`src/rtl/i2c_slave_core_pkg.sv`:
```
// Shared definitions for the I2C slave core.
// Holds the protocol FSM state type and the SDA / R-W bit values used by the
// slave, so the top level and any future sub-blocks agree on the encodings.
// No ports; imported with "import i2c_slave_core_pkg::*".
package i2c_slave_core_pkg;

   // Protocol states of the slave: address phase, memory-pointer phase,
   // write-data phase and read-data phase, each followed by its ACK slot.
   typedef enum logic [3:0] {
      ST_IDLE,
      ST_DEV_ADDR,
      ST_DEV_ACK,
      ST_MEM_ADDR,
      ST_MEM_ACK,
      ST_WR_DATA,
      ST_WR_ACK,
      ST_RD_DATA,
      ST_RD_ACK,
      ST_WAIT_STOP
   } slaveState_t;

   // An ACK is a low SDA level in the ninth clock; a NACK leaves SDA high.
   // These values double as SDA output-enable levels: enable low pulls SDA
   // down (ACK), enable high releases it (NACK / idle).
   localparam logic SDA_ACK  = 1'b0;
   localparam logic SDA_NACK = 1'b1;

   // Eighth bit of the device address byte: 1 requests a read.
   localparam logic RW_READ  = 1'b1;

endpackage

```
`src/rtl/i2c_slave_core_linefilt.sv`:
```
// Line conditioner for the I2C slave.
// Brings the asynchronous SCL and SDA pad levels into the clock domain with
// a two-flop synchronizer and derives single-cycle event pulses from the
// synchronized levels.
// Ports:
//   clock, reset : system clock, synchronous active-high reset
//   sclPad       : raw SCL pad level
//   sdaPad       : raw SDA pad level
//   sdaLevel     : synchronized SDA level, aligned with the event pulses
//   sclRise      : SCL rising edge (data sample point)
//   sclFall      : SCL falling edge (start of SDA hold window)
//   startDet     : SDA fell while SCL was high (START / repeated START)
//   stopDet      : SDA rose while SCL was high (STOP)
module i2c_slave_core_linefilt (
   input  logic clock,
   input  logic reset,
   input  logic sclPad,
   input  logic sdaPad,
   output logic sdaLevel,
   output logic sclRise,
   output logic sclFall,
   output logic startDet,
   output logic stopDet
);

   logic sclMeta, sclSync, sclLast;
   logic sdaMeta, sdaSync, sdaLast;

   // Two synchronizer stages per line plus one history stage for edge
   // detection. Everything resets to the idle-bus level (high) so leaving
   // reset on a quiet bus produces no spurious edges.
   always_ff @(posedge clock) begin
      if (reset) begin
         sclMeta <= 1'b1;
         sclSync <= 1'b1;
         sclLast <= 1'b1;
         sdaMeta <= 1'b1;
         sdaSync <= 1'b1;
         sdaLast <= 1'b1;
      end else begin
         sclMeta <= sclPad;
         sclSync <= sclMeta;
         sclLast <= sclSync;
         sdaMeta <= sdaPad;
         sdaSync <= sdaMeta;
         sdaLast <= sdaSync;
      end
   end

   // START and STOP require SCL to have been high both before and after the
   // SDA transition, so an SDA change racing an SCL edge is not taken as a
   // bus condition.
   always_comb begin
      sdaLevel = sdaSync;
      sclRise  = sclSync & ~sclLast;
      sclFall  = ~sclSync & sclLast;
      startDet = sdaLast & ~sdaSync & sclSync & sclLast;
      stopDet  = ~sdaLast & sdaSync & sclSync & sclLast;
   end

endmodule

```
`src/rtl/i2c_slave_core.sv`:
```
// I2C slave with a small byte register file.
// Receives its 7-bit device address, an optional memory pointer byte and
// write data, or returns register contents for reads. SDA is driven open-
// drain through SdaPadEn; SCL is never driven, so there is no stretching.
// Ports:
//   Clk, Rst            : system clock, synchronous active-high reset
//   SclPadIn, SdaPadIn  : asynchronous bus line levels
//   SdaPadOut           : constant 0, the value driven when enabled
//   SdaPadEn            : active-low SDA drive enable (0 pulls SDA low)
//   LocAddr / LocDout   : local combinational register read port
//   WrStrb/WrAddr/WrData: one-cycle notification of a byte written over I2C
//   Busy                : high between START and STOP
module i2c_slave_core
   import i2c_slave_core_pkg::*;
#(
   parameter logic [6:0] I2C_ADDR = 7'h10,
   parameter int         DEPTH    = 4,
   parameter int         AWIDTH   = 2,
   parameter bit         WR_BURST = 1'b0,
   parameter bit         RD_BURST = 1'b1,
   parameter int         HOLD_CYC = 2
) (
   input  logic              Clk,
   input  logic              Rst,
   input  logic              SclPadIn,
   input  logic              SdaPadIn,
   output logic              SdaPadOut,
   output logic              SdaPadEn,
   input  logic [AWIDTH-1:0] LocAddr,
   output logic [7:0]        LocDout,
   output logic              WrStrb,
   output logic [AWIDTH-1:0] WrAddr,
   output logic [7:0]        WrData,
   output logic              Busy
);

   localparam int HOLD_W = (HOLD_CYC < 2) ? 1 : $clog2(HOLD_CYC + 1);

   slaveState_t       state, nextState;
   logic              sdaSync, sclRise, sclFall, startDet, stopDet;
   logic [3:0]        bitCnt;
   logic [6:0]        rxShift;
   logic [7:0]        rxByte;
   logic [7:0]        txShift;
   logic [AWIDTH-1:0] pointer;
   logic [HOLD_W-1:0] holdCnt;
   logic              sdaEnTarget;
   logic              addrInRange;
   logic [7:0]        regFile [DEPTH];

   // Pointer advance with wrap at the end of the register file, so depths
   // that are not a power of two still wrap to zero.
   function automatic logic [AWIDTH-1:0] incPtr(input logic [AWIDTH-1:0] p);
      return (p == AWIDTH'(DEPTH - 1)) ? '0 : p + AWIDTH'(1);
   endfunction

   i2c_slave_core_linefilt uLineFilt (
      .clock    (Clk),
      .reset    (Rst),
      .sclPad   (SclPadIn),
      .sdaPad   (SdaPadIn),
      .sdaLevel (sdaSync),
      .sclRise  (sclRise),
      .sclFall  (sclFall),
      .startDet (startDet),
      .stopDet  (stopDet)
   );

   // The byte being completed on this SCL rise: seven bits already shifted
   // plus the bit on the line right now.
   always_comb begin
      rxByte      = {rxShift, sdaSync};
      addrInRange = (rxByte < 8'(DEPTH));
   end

   // State register. START and STOP override everything in the next-state
   // logic, so this block only needs the reset.
   always_ff @(posedge Clk) begin
      if (Rst)
         state <= ST_IDLE;
      else
         state <= nextState;
   end

   // Next-state logic. All protocol progress happens on SCL rising edges;
   // a data phase ends on its eighth rise and an ACK slot on its ninth.
   // Address or pointer mismatches park the FSM in WAIT_STOP, which only a
   // new START or a STOP can leave.
   always_comb begin
      nextState = state;
      if (startDet)
         nextState = ST_DEV_ADDR;
      else if (stopDet)
         nextState = ST_IDLE;
      else if (sclRise) begin
         case (state)
            ST_DEV_ADDR:
               if (bitCnt == 4'd7)
                  nextState = (rxByte[7:1] == I2C_ADDR) ? ST_DEV_ACK : ST_WAIT_STOP;
            ST_DEV_ACK:
               nextState = (rxShift[0] == RW_READ) ? ST_RD_DATA : ST_MEM_ADDR;
            ST_MEM_ADDR:
               if (bitCnt == 4'd7)
                  nextState = addrInRange ? ST_MEM_ACK : ST_WAIT_STOP;
            ST_MEM_ACK:
               nextState = ST_WR_DATA;
            ST_WR_DATA:
               if (bitCnt == 4'd7)
                  nextState = ST_WR_ACK;
            ST_WR_ACK:
               nextState = WR_BURST ? ST_WR_DATA : ST_MEM_ADDR;
            ST_RD_DATA:
               if (bitCnt == 4'd7)
                  nextState = ST_RD_ACK;
            ST_RD_ACK:
               nextState = (sdaSync == SDA_ACK) ? ST_RD_DATA : ST_WAIT_STOP;
            default: ;
         endcase
      end
   end

   // Output decode: the SDA level the slave wants for the current bit slot.
   // It only reaches the pad at the end of the hold window after SCL falls.
   always_comb begin
      sdaEnTarget = SDA_NACK;
      case (state)
         ST_DEV_ACK, ST_MEM_ACK, ST_WR_ACK: sdaEnTarget = SDA_ACK;
         ST_RD_DATA:                        sdaEnTarget = txShift[7];
         default:                           sdaEnTarget = SDA_NACK;
      endcase
   end

   // Datapath: bit counter, receive/transmit shifters, pointer, SDA hold
   // timer and the write notification. A read byte is loaded on the SCL rise
   // that ends the preceding ACK slot; the transmit shifter moves on every
   // rise, but the pad keeps showing the old bit until the hold window after
   // the following fall expires.
   always_ff @(posedge Clk) begin
      if (Rst) begin
         bitCnt   <= '0;
         rxShift  <= '0;
         txShift  <= '0;
         pointer  <= '0;
         holdCnt  <= '0;
         SdaPadEn <= 1'b1;
         WrStrb   <= 1'b0;
         WrAddr   <= '0;
         WrData   <= '0;
      end else begin
         WrStrb <= 1'b0;

         if (sclFall)
            holdCnt <= HOLD_W'(HOLD_CYC);
         else if (holdCnt != '0)
            holdCnt <= holdCnt - 1'b1;

         if (startDet || stopDet)
            SdaPadEn <= 1'b1;
         else if (holdCnt == HOLD_W'(1))
            SdaPadEn <= sdaEnTarget;

         if (startDet || stopDet)
            bitCnt <= '0;
         else if (sclRise) begin
            case (state)
               ST_DEV_ADDR, ST_MEM_ADDR, ST_WR_DATA: begin
                  rxShift <= rxByte[6:0];
                  bitCnt  <= (bitCnt == 4'd7) ? 4'd8 : bitCnt + 4'd1;
                  if (bitCnt == 4'd7 && state == ST_MEM_ADDR && addrInRange)
                     pointer <= rxByte[AWIDTH-1:0];
                  if (bitCnt == 4'd7 && state == ST_WR_DATA) begin
                     WrStrb <= 1'b1;
                     WrAddr <= pointer;
                     WrData <= rxByte;
                     if (WR_BURST)
                        pointer <= incPtr(pointer);
                  end
               end
               ST_DEV_ACK: begin
                  bitCnt <= '0;
                  if (rxShift[0] == RW_READ)
                     txShift <= regFile[pointer];
               end
               ST_RD_DATA: begin
                  txShift <= {txShift[6:0], 1'b0};
                  bitCnt  <= (bitCnt == 4'd7) ? 4'd8 : bitCnt + 4'd1;
               end
               ST_RD_ACK: begin
                  bitCnt <= '0;
                  if (sdaSync == SDA_ACK) begin
                     if (RD_BURST) begin
                        pointer <= incPtr(pointer);
                        txShift <= regFile[incPtr(pointer)];
                     end else
                        txShift <= regFile[pointer];
                  end
               end
               default:
                  bitCnt <= '0;
            endcase
         end
      end
   end

   // Register file. The write is committed from the registered strobe, so
   // during the strobe cycle the local read port still shows the old byte
   // and the new byte appears one cycle later.
   always_ff @(posedge Clk) begin
      if (Rst) begin
         for (int i = 0; i < DEPTH; i++)
            regFile[i] <= 8'h00;
      end else if (WrStrb)
         regFile[WrAddr] <= WrData;
   end

   // Static outputs: open-drain value, local read port and bus activity.
   always_comb begin
      SdaPadOut = 1'b0;
      LocDout   = regFile[LocAddr];
      Busy      = (state != ST_IDLE);
   end

endmodule

```
`config.mk`:
```
export PLATFORM = sky130hd
export DESIGN_NAME = i2c_slave_core
export DESIGN_NICKNAME = d
export VERILOG_FILES = /design/src/rtl/i2c_slave_core_pkg.sv /design/src/rtl/i2c_slave_core_linefilt.sv /design/src/rtl/i2c_slave_core.sv
export SDC_FILE = /design/constraint.sdc
export NUM_CORES = 1
export LEC_CHECK = 0
export CAP_MARGIN = 20
export CORE_MARGIN = 1.5
export CORE_UTILIZATION = 28
export DETAILED_ROUTE_END_ITERATION = 16
export PLACE_DENSITY_LB_ADDON = 0.15
export REMOVE_ABC_BUFFERS = 1
export SYNTH_ARGS = -nofsm -noshare
export SYNTH_HDL_FRONTEND = slang
export SYNTH_SLANG_ARGS = --single-unit
```
`constraint.sdc`:
```
create_clock -name Clk -period 3 [get_ports Clk]
set_clock_uncertainty 0.2 [all_clocks]
set_input_delay 0.6 -clock Clk [delete_from_list [all_inputs] [get_ports Clk]]
set_output_delay 0.6 -clock Clk [all_outputs]
set_load 0.1 [all_outputs]
```
==> metrics.md, run 1 <==
| Metric | Value |
|---|---|
| Top cells by area, synth | edfxtp_1 24%, dfxtp_1 23%, mux4_2 13% |
| Cells along the critical path | clkdlybuf4s50_1 -> buf_12 -> mux4_2 -> buf_12 |
| RSZ-0062 raised after global routing | no |
| Antenna violations before repair | 0 |
| Most frequent cells in the layout | 47 x dfxtp_1, 33 x and2_1, 32 x edfxtp_1, 29 x buf_4, 27 x nand2_1 |
| Yosys top cell area share | 0.237 |
| Final Critical Period | 2.80 ns |
| CP endpoint | LocDout[6] |
| Met3 WL | 292 um |
| Die area | 15200 um2 |
| Max incr delay on CP | 0.55 ns |
| Met2 WL | 4590 um |
| Fin. Hold Viols | 0 |
| Combinational share of power | 0.101 |
| Min-delay worst type | flip-flop to flip-flop |
| Initial DRC count | 189 |
| PortBufs | 26 |
| Diodes inserted | 0 |
| DP Wirelength | 7550 um |
| Avg Inst Size Synth | 11.3 um2 |
| FF-to-FF path depth | 4 |
| Die W | 123 um |
| Worst-path fanout max | 8 |
| Area leader, netlist | edfxtp_1 |
| Routed wire length | 10100 um |
| Slew @ Worst Pin | 0.929 ns |
| EDFF count, synth | 32 |
| Primary FF master, synth | dfxtp_1 |
| Commonest non-fill, non-tap cell in the layout | dfxtp_1 |
| Vias in the first global route | 2869 |
| Setup_tns | 0 ns |
| Wire per inst | 17.6 um |
| Root Buffer | clkbuf_16 |
| Nets@finish | 398 |
| Clock power share | 0.448 |
| Ys async rst share | 0 |
| Inserted Clock Buffers | 9 |
| Switching Power | 0.607 mW |
| Internal power | 1.99 mW |
| Crit. Startpoint | LocAddr[0] |
| Synth Cell Area | 4060 um2 |
| Site Rows | 43 |
| Maximum clock rate | 357 MHz |
| Crit path top cell by count | buf_12 |
| Post-cts resize count | 0 |
| WHS | 0.219 ns |
| Power Dens Cells | 526 nW/um2 |
| Yosys warning count | 0 |
| Number of vias in the routed layout | 2920 |
| Final setup viols | 0 |
| Share of layout cells above drive strength 1 | 0.256 |
| CTS Hold Buffers Added | 0 |
| Reg2Reg Launch Point | state[2]$_SDFFE_PP0P_ |
| Initial core utilization | 0.289 |
| Clk_lat worst skew | 0.33 ns |
| CP max stage cell | mux4_2 |
| Crit path kind | primary input to primary output |
| H-tree levels | 3 |
| Distinct cells, synth | 60 |
| Crit path launch type | primary input |
| Seq pwr share | 0.450 |
| Arrival time worst endpoint | 2.00 ns |
| #FFs+latches synth | 79 |
| Top routing layer in use | met4 |
| FF-to-FF End | txShift[7]$_SDFFE_PP0P_ |
| Reg2reg setup slack | 0.54 ns |
| CTS Sinks | 79 |
| DRT Pass-1 Iters | 4 |
| Placer Congestion | 0.794 |
| Final Max Tran Viols | 0 |
| Switching share of total power | 0.233 |
| CP Capture Type | primary output |
| Clock Pin Slew Worst Setup and Hold Paths | 0.06 ns |
| CTS Buffer Depth | 2 |
| Core Area | 14000 um2 |
| Cell leakage power | 1.72 nW |
| Grt ovf | 0 |
| Drt drc | 0 |
| Area Growth Syn to Fin | 21.7% |
| Die Y | 123 um |
| Max_cap viols | 0 |
| First-pass GRT wire length | 16400 um |
| Worst vdd ir | 0.000264 V |
| Max_slew headroom | 0.374 |
| Via density | 5.08 |
| Register area share after synthesis | 0.468 |
| Postcts setup bufs | 0 |
| Cell count after synthesis | 359 |
| Largest net degree at the start of global routing | 40 |
| Worst EP required | 2.20 ns |
| Status | completed |
| CTS tree | yes |
| Routed Antenna Nets | 0 |
| # IOs | 28 |
| Gr usage total | 0.143 |
| M1 wire length | 5130 um |
| Final worst path period share | 0.933 |
flip-flops by register name, indices dropped and copies added, names as in the netlist, 2 cells and up, named ones only:
name	flops
regFile	32
WrData	8
txShift	8
rxShift	7
bitCnt	4
state	4
WrAddr	2
holdCnt	2
pointer	2
area by class of cell:
type	instances	area, um2
Fill cell	1366	9100
Multi-Input combinational cell	250	2030
Sequential cell	79	1900
Timing Repair Buffer	43	443
Clock buffer	12	246
Tap cell	180	225
Clock inverter	4	68.8
Inverter	7	26.3
cells in the mapped netlist, types with 2 or more instances:
| cell | number |
|---|---|
| xnor2_1 | 2 |
| nor2_1 | 21 |
| mux4_2 | 23 |
| nor3b_1 | 2 |
| or4b_1 | 2 |
| inv_1 | 7 |
| buf_4 | 2 |
| buf_2 | 3 |
| nand2b_1 | 4 |
| o22ai_1 | 3 |
| a211oi_2 | 2 |
| buf_6 | 2 |
| a22oi_1 | 9 |
| a211oi_1 | 6 |
| or2_2 | 7 |
| nand2_1 | 27 |
| nor2b_1 | 5 |
| and2_1 | 33 |
| nor3_1 | 4 |
| dfxtp_1 | 47 |
| a311oi_1 | 2 |
| a21oi_1 | 24 |
| nor4b_1 | 2 |
| o221a_2 | 3 |
| nand3_1 | 10 |
| o21ai_0 | 6 |
| a31oi_1 | 2 |
| ha_1 | 2 |
| nor4_1 | 2 |
| edfxtp_1 | 32 |
| clkbuf_1 | 14 |
| a311oi_2 | 7 |
| mux2i_1 | 12 |
| buf_1 | 2 |
| nand3b_1 | 3 |
critical path: cells and delay by family:
| family | cells | cell delay, ns |
|---|---|---|
| buf+inv | 3 | 0.85 |
| mux | 1 | 0.55 |
routing by layer:
metal	global-route usage	vias up
li1	-	1429
met1	0.208	1438
met2	0.216	47
met3	0.0258	6
met4	0.0388	0
met5	0	-
metrics by stage:
step           cells  area [um2]  setup WS, ns  total power, mW  utilization
6_report         575        4940         0.200             2.60        0.352
5_1_grt          575        4940         0.166             2.69        0.352
4_1_cts          575        4940         0.196             2.62        0.352
3_5_place_dp     559        4630         0.196             1.46        0.330
3_3_place_gp     559        4630         0.206             1.46        0.330
2_1_floorplan    336        3950         0.147             1.35            -
worst min-delay path by stage:
stage                                       startpoint                       endpoint  slack (ns)  cells past startpoint
final                     uLineFilt.sclMeta$_SDFF_PP1_   uLineFilt.sclSync$_SDFF_PP1_        0.22                      1
after global placement    uLineFilt.sdaMeta$_SDFF_PP1_  uLineFilt.sdaLevel$_SDFF_PP1_        0.20                      1
after global routing      uLineFilt.sdaMeta$_SDFF_PP1_  uLineFilt.sdaLevel$_SDFF_PP1_        0.24                      1
after CTS                 uLineFilt.sclMeta$_SDFF_PP1_   uLineFilt.sclSync$_SDFF_PP1_        0.22                      1
after detailed placement  uLineFilt.sclMeta$_SDFF_PP1_   uLineFilt.sclSync$_SDFF_PP1_        0.21                      1
after floorplan           uLineFilt.sclMeta$_SDFF_PP1_   uLineFilt.sclSync$_SDFF_PP1_        0.19                      1
cell families after synthesis:
group | Yosys count | synth area share
compound gates | 76 | 0.144
xor+xnor | 2 | 0.00431
fa+ha+maj | 2 | 0.00616
buf+inv | 30 | 0.0342
flops | 79 | 0.468
mux | 36 | 0.160
other cells | 1 | 0.000923
simple gates | 133 | 0.182
power groups by stage:
stage / sequential [mW] / clock [mW] / combinational (mW)
5_1_grt: 1.17 / 1.24 / 0.275
3_3_place_gp: 1.19 / 0 / 0.265
2_1_floorplan: 1.18 / 0 / 0.167
3_5_place_dp: 1.19 / 0 / 0.265
4_1_cts: 1.17 / 1.19 / 0.266
6_report: 1.17 / 1.17 / 0.263
No activity file was read; power rests on OpenSTA's default activity.
==> inputs of run 2 (changes only) <==
- CORE_UTILIZATION: 28 -> 34
- RECOVER_POWER: default -> 25
==> metrics.md, run 2 (synthesized netlist as in run 1, its figures left out) <==
| Metric | Value |
|---|---|
| Switching Power | 0.634 mW (+4.4%) |
| Worst EP required | 2.20 ns (about the same) |
| Post-cts resize count | 0 (unchanged) |
| Final Util | 0.423 (+0.0710) |
| Initial core utilization | 0.353 (+0.0634) |
| Share of layout cells above drive strength 1 | 0.249 (-0.00633) |
| Root Buffer | clkbuf_16 |
| CTS tree | yes |
| Postcts setup bufs | 0 (unchanged) |
| Cell leakage power | 1.68 nW (-2.3%) |
| Max reg flops | 32 (unchanged) |
| Largest registers | regFile: 32 flops, WrData: 8 flops, txShift: 8 flops |
| Final setup viols | 0 (unchanged) |
| Die Y | 112 um (-9.0%) |
| Arrival time worst endpoint | 2.01 ns (about the same) |
| Combinational share of power | 0.098 (-0.003) |
| Wire per inst | 18.0 um (+2.5%) |
| H-tree levels | 3 (unchanged) |
| Core Area | 11500 um2 (-18%) |
| Biggest register | regFile |
| Initial DRC count | 144 (-24%) |
| CTS Sinks | 79 (unchanged) |
| RSZ-0062 raised after global routing | no |
| Grt ovf | 0 (unchanged) |
| Max incr delay on CP | 0.56 ns (about the same) |
| Gr usage total | 0.163 (+0.0209) |
| Crit path launch type | primary input |
| Maximum clock rate | 356 MHz (-0.31%) |
| Fin. Hold Viols | 0 (unchanged) |
| # IOs | 28 (unchanged) |
| Switching share of total power | 0.241 (+0.00755) |
| First-pass GRT wire length | 15800 um (-3.9%) |
| Largest net degree at the start of global routing | 40 (unchanged) |
| CTS Buffer Depth | 2 (unchanged) |
| DP Wirelength | 7200 um (-4.7%) |
| Final worst path period share | 0.936 (+0.00287) |
| Min-delay worst type | flip-flop to flip-flop |
| Placer Congestion | 0.824 (+3.8%) |
| Nets@finish | 396 (-0.50%) |
| CP Capture Type | primary output |
| Cells along the critical path | clkdlybuf4s50_1 -> buf_4 -> mux4_2 -> buf_12 |
| Site Rows | 39 (-9.3%) |
| Number of vias in the routed layout | 2926 (+0.21%) |
| CP max stage cell | mux4_2 |
| Via density | 5.46 (+7.5%) |
| PortBufs | 26 (unchanged) |
| Die W | 112 um (-9.0%) |
| Area Growth Syn to Fin | 20.0% |
| Crit path max-delay family | buffers and inverters |
| Pre-CTS setup slack | 0.173 ns (-0.0232 ns) |
| Worst vdd ir | 0.000250 V (-5.4%) |
| Final WS setup | 0.191 ns (-0.00862 ns) |
| Slew @ Worst Pin | 0.968 ns (+0.0394 ns) |
| Seq pwr share | 0.445 (-0.005) |
| Final Max Tran Viols | 0 (unchanged) |
| Max_slew headroom | 0.354 (-0.0197) |
| Bufs and invs on worst path | 3 (unchanged) |
| Routed Antenna Nets | 0 (unchanged) |
| Status | completed |
| Clock power share | 0.457 (+0.009) |
| Crit path kind | primary input to primary output |
| Worst-path fanout max | 8 (unchanged) |
| Clock Pin Slew Worst Setup and Hold Paths | 0.06 ns (about the same) |
| Max_cap viols | 0 (unchanged) |
| Vias in the first global route | 2894 (+0.87%) |
| Internal power | 2.00 mW (+0.18%) |
| Most frequent cells in the layout | 47 x dfxtp_1, 32 x edfxtp_1, 27 x nand2_1, 24 x a21oi_1, 24 x buf_4 |
| Clk_lat worst skew | 0.34 ns (about the same) |
| Final Critical Period | 2.81 ns (+0.00862 ns) |
| Inserted Clock Buffers | 9 (unchanged) |
| Commonest non-fill, non-tap cell in the layout | dfxtp_1 |
| Diodes inserted | 0 (unchanged) |
| DRT Pass-1 Iters | 6 (+2) |
| Antenna violations before repair | 0 (unchanged) |
| Routed wire length | 9640 um (-4.5%) |
| Power Dens Cells | 540 nW/um2 (+2.7%) |
| Setup_tns | 0 ns (unchanged) |
| Die area | 12600 um2 (-17%) |
| Drt drc | 0 (unchanged) |
| CTS Hold Buffers Added | 0 (unchanged) |
==> run 2: cell types whose count changed in the layout (fill, tap and decap cells not counted), moves of 2 or more <==
cell,previous run,this run
buf_4,29,24
clkinv_4,0,3
and2_0,0,13
clkbuf_1,2,4
and2_1,33,20
==> run 2: area by class of cell <==
cell class,instances,area [um2]
fillers,1096,6640
multi-input cells,250,2030
clock buffers,10,239
inverters,7,26.3
flip-flops and latches,79,1900
clock inverters,6,93.8
well taps,143,179
repair buffers,41,400
==> run 2: final timing paths <==
| check | from | to | slack (ns) | cells past startpoint |
|---|---|---|---|---|
| setup reg to reg | state[2]$_SDFFE_PP0P_ | txShift[5]$_SDFFE_PP0P_ | 0.53 | 4 |
| setup / recovery | LocAddr[0] | LocDout[5] | 0.19 | 4 |
| hold / removal | uLineFilt.sclMeta$_SDFF_PP1_ | uLineFilt.sclSync$_SDFF_PP1_ | 0.21 | 1 |
| hold reg to reg | uLineFilt.sclMeta$_SDFF_PP1_ | uLineFilt.sclSync$_SDFF_PP1_ | 0.21 | 1 |
==> run 2: layer usage <==
| layer | up-vias | wire length [um] | track usage |
|---|---|---|---|
| met2 | 40 | 4400 | 0.247 |
| met4 | 0 | 82 | 0.0532 |
| met5 | - | 0 | 0 |
| met1 | 1464 | 4870 | 0.236 |
| met3 | 6 | 283 | 0.0340 |
| li1 | 1416 | - | - |
==> run 2: power by group through the flow <==
stage / registers, mW / logic, mW / clock network, mW
floorplan: 1.18 / 0.167 / 0
global placement: 1.19 / 0.259 / 0
detailed placement: 1.19 / 0.260 / 0
CTS: 1.17 / 0.260 / 1.23
global route: 1.17 / 0.270 / 1.28
finish: 1.17 / 0.258 / 1.20
==> run 2: through the flow <==
stage / cells / cell area, um2 / total power [mW] / hold slack (ns)
4_1_cts: 536 / 4890 / 2.66 / 0.211
2_1_floorplan: 336 / 3950 / 1.35 / 0.189
3_3_place_gp: 520 / 4550 / 1.45 / 0.191
3_5_place_dp: 520 / 4550 / 1.45 / 0.197
5_1_grt: 536 / 4870 / 2.73 / 0.231
6_report: 536 / 4870 / 2.63 / 0.210
==> inputs of run 3 (changes only) <==
- ABC_AREA: default -> 0
- CTS_CLUSTER_SIZE: default -> 40
==> results of run 3 <==
The final DEF is identical to that of run 2; final timing and power are the same.
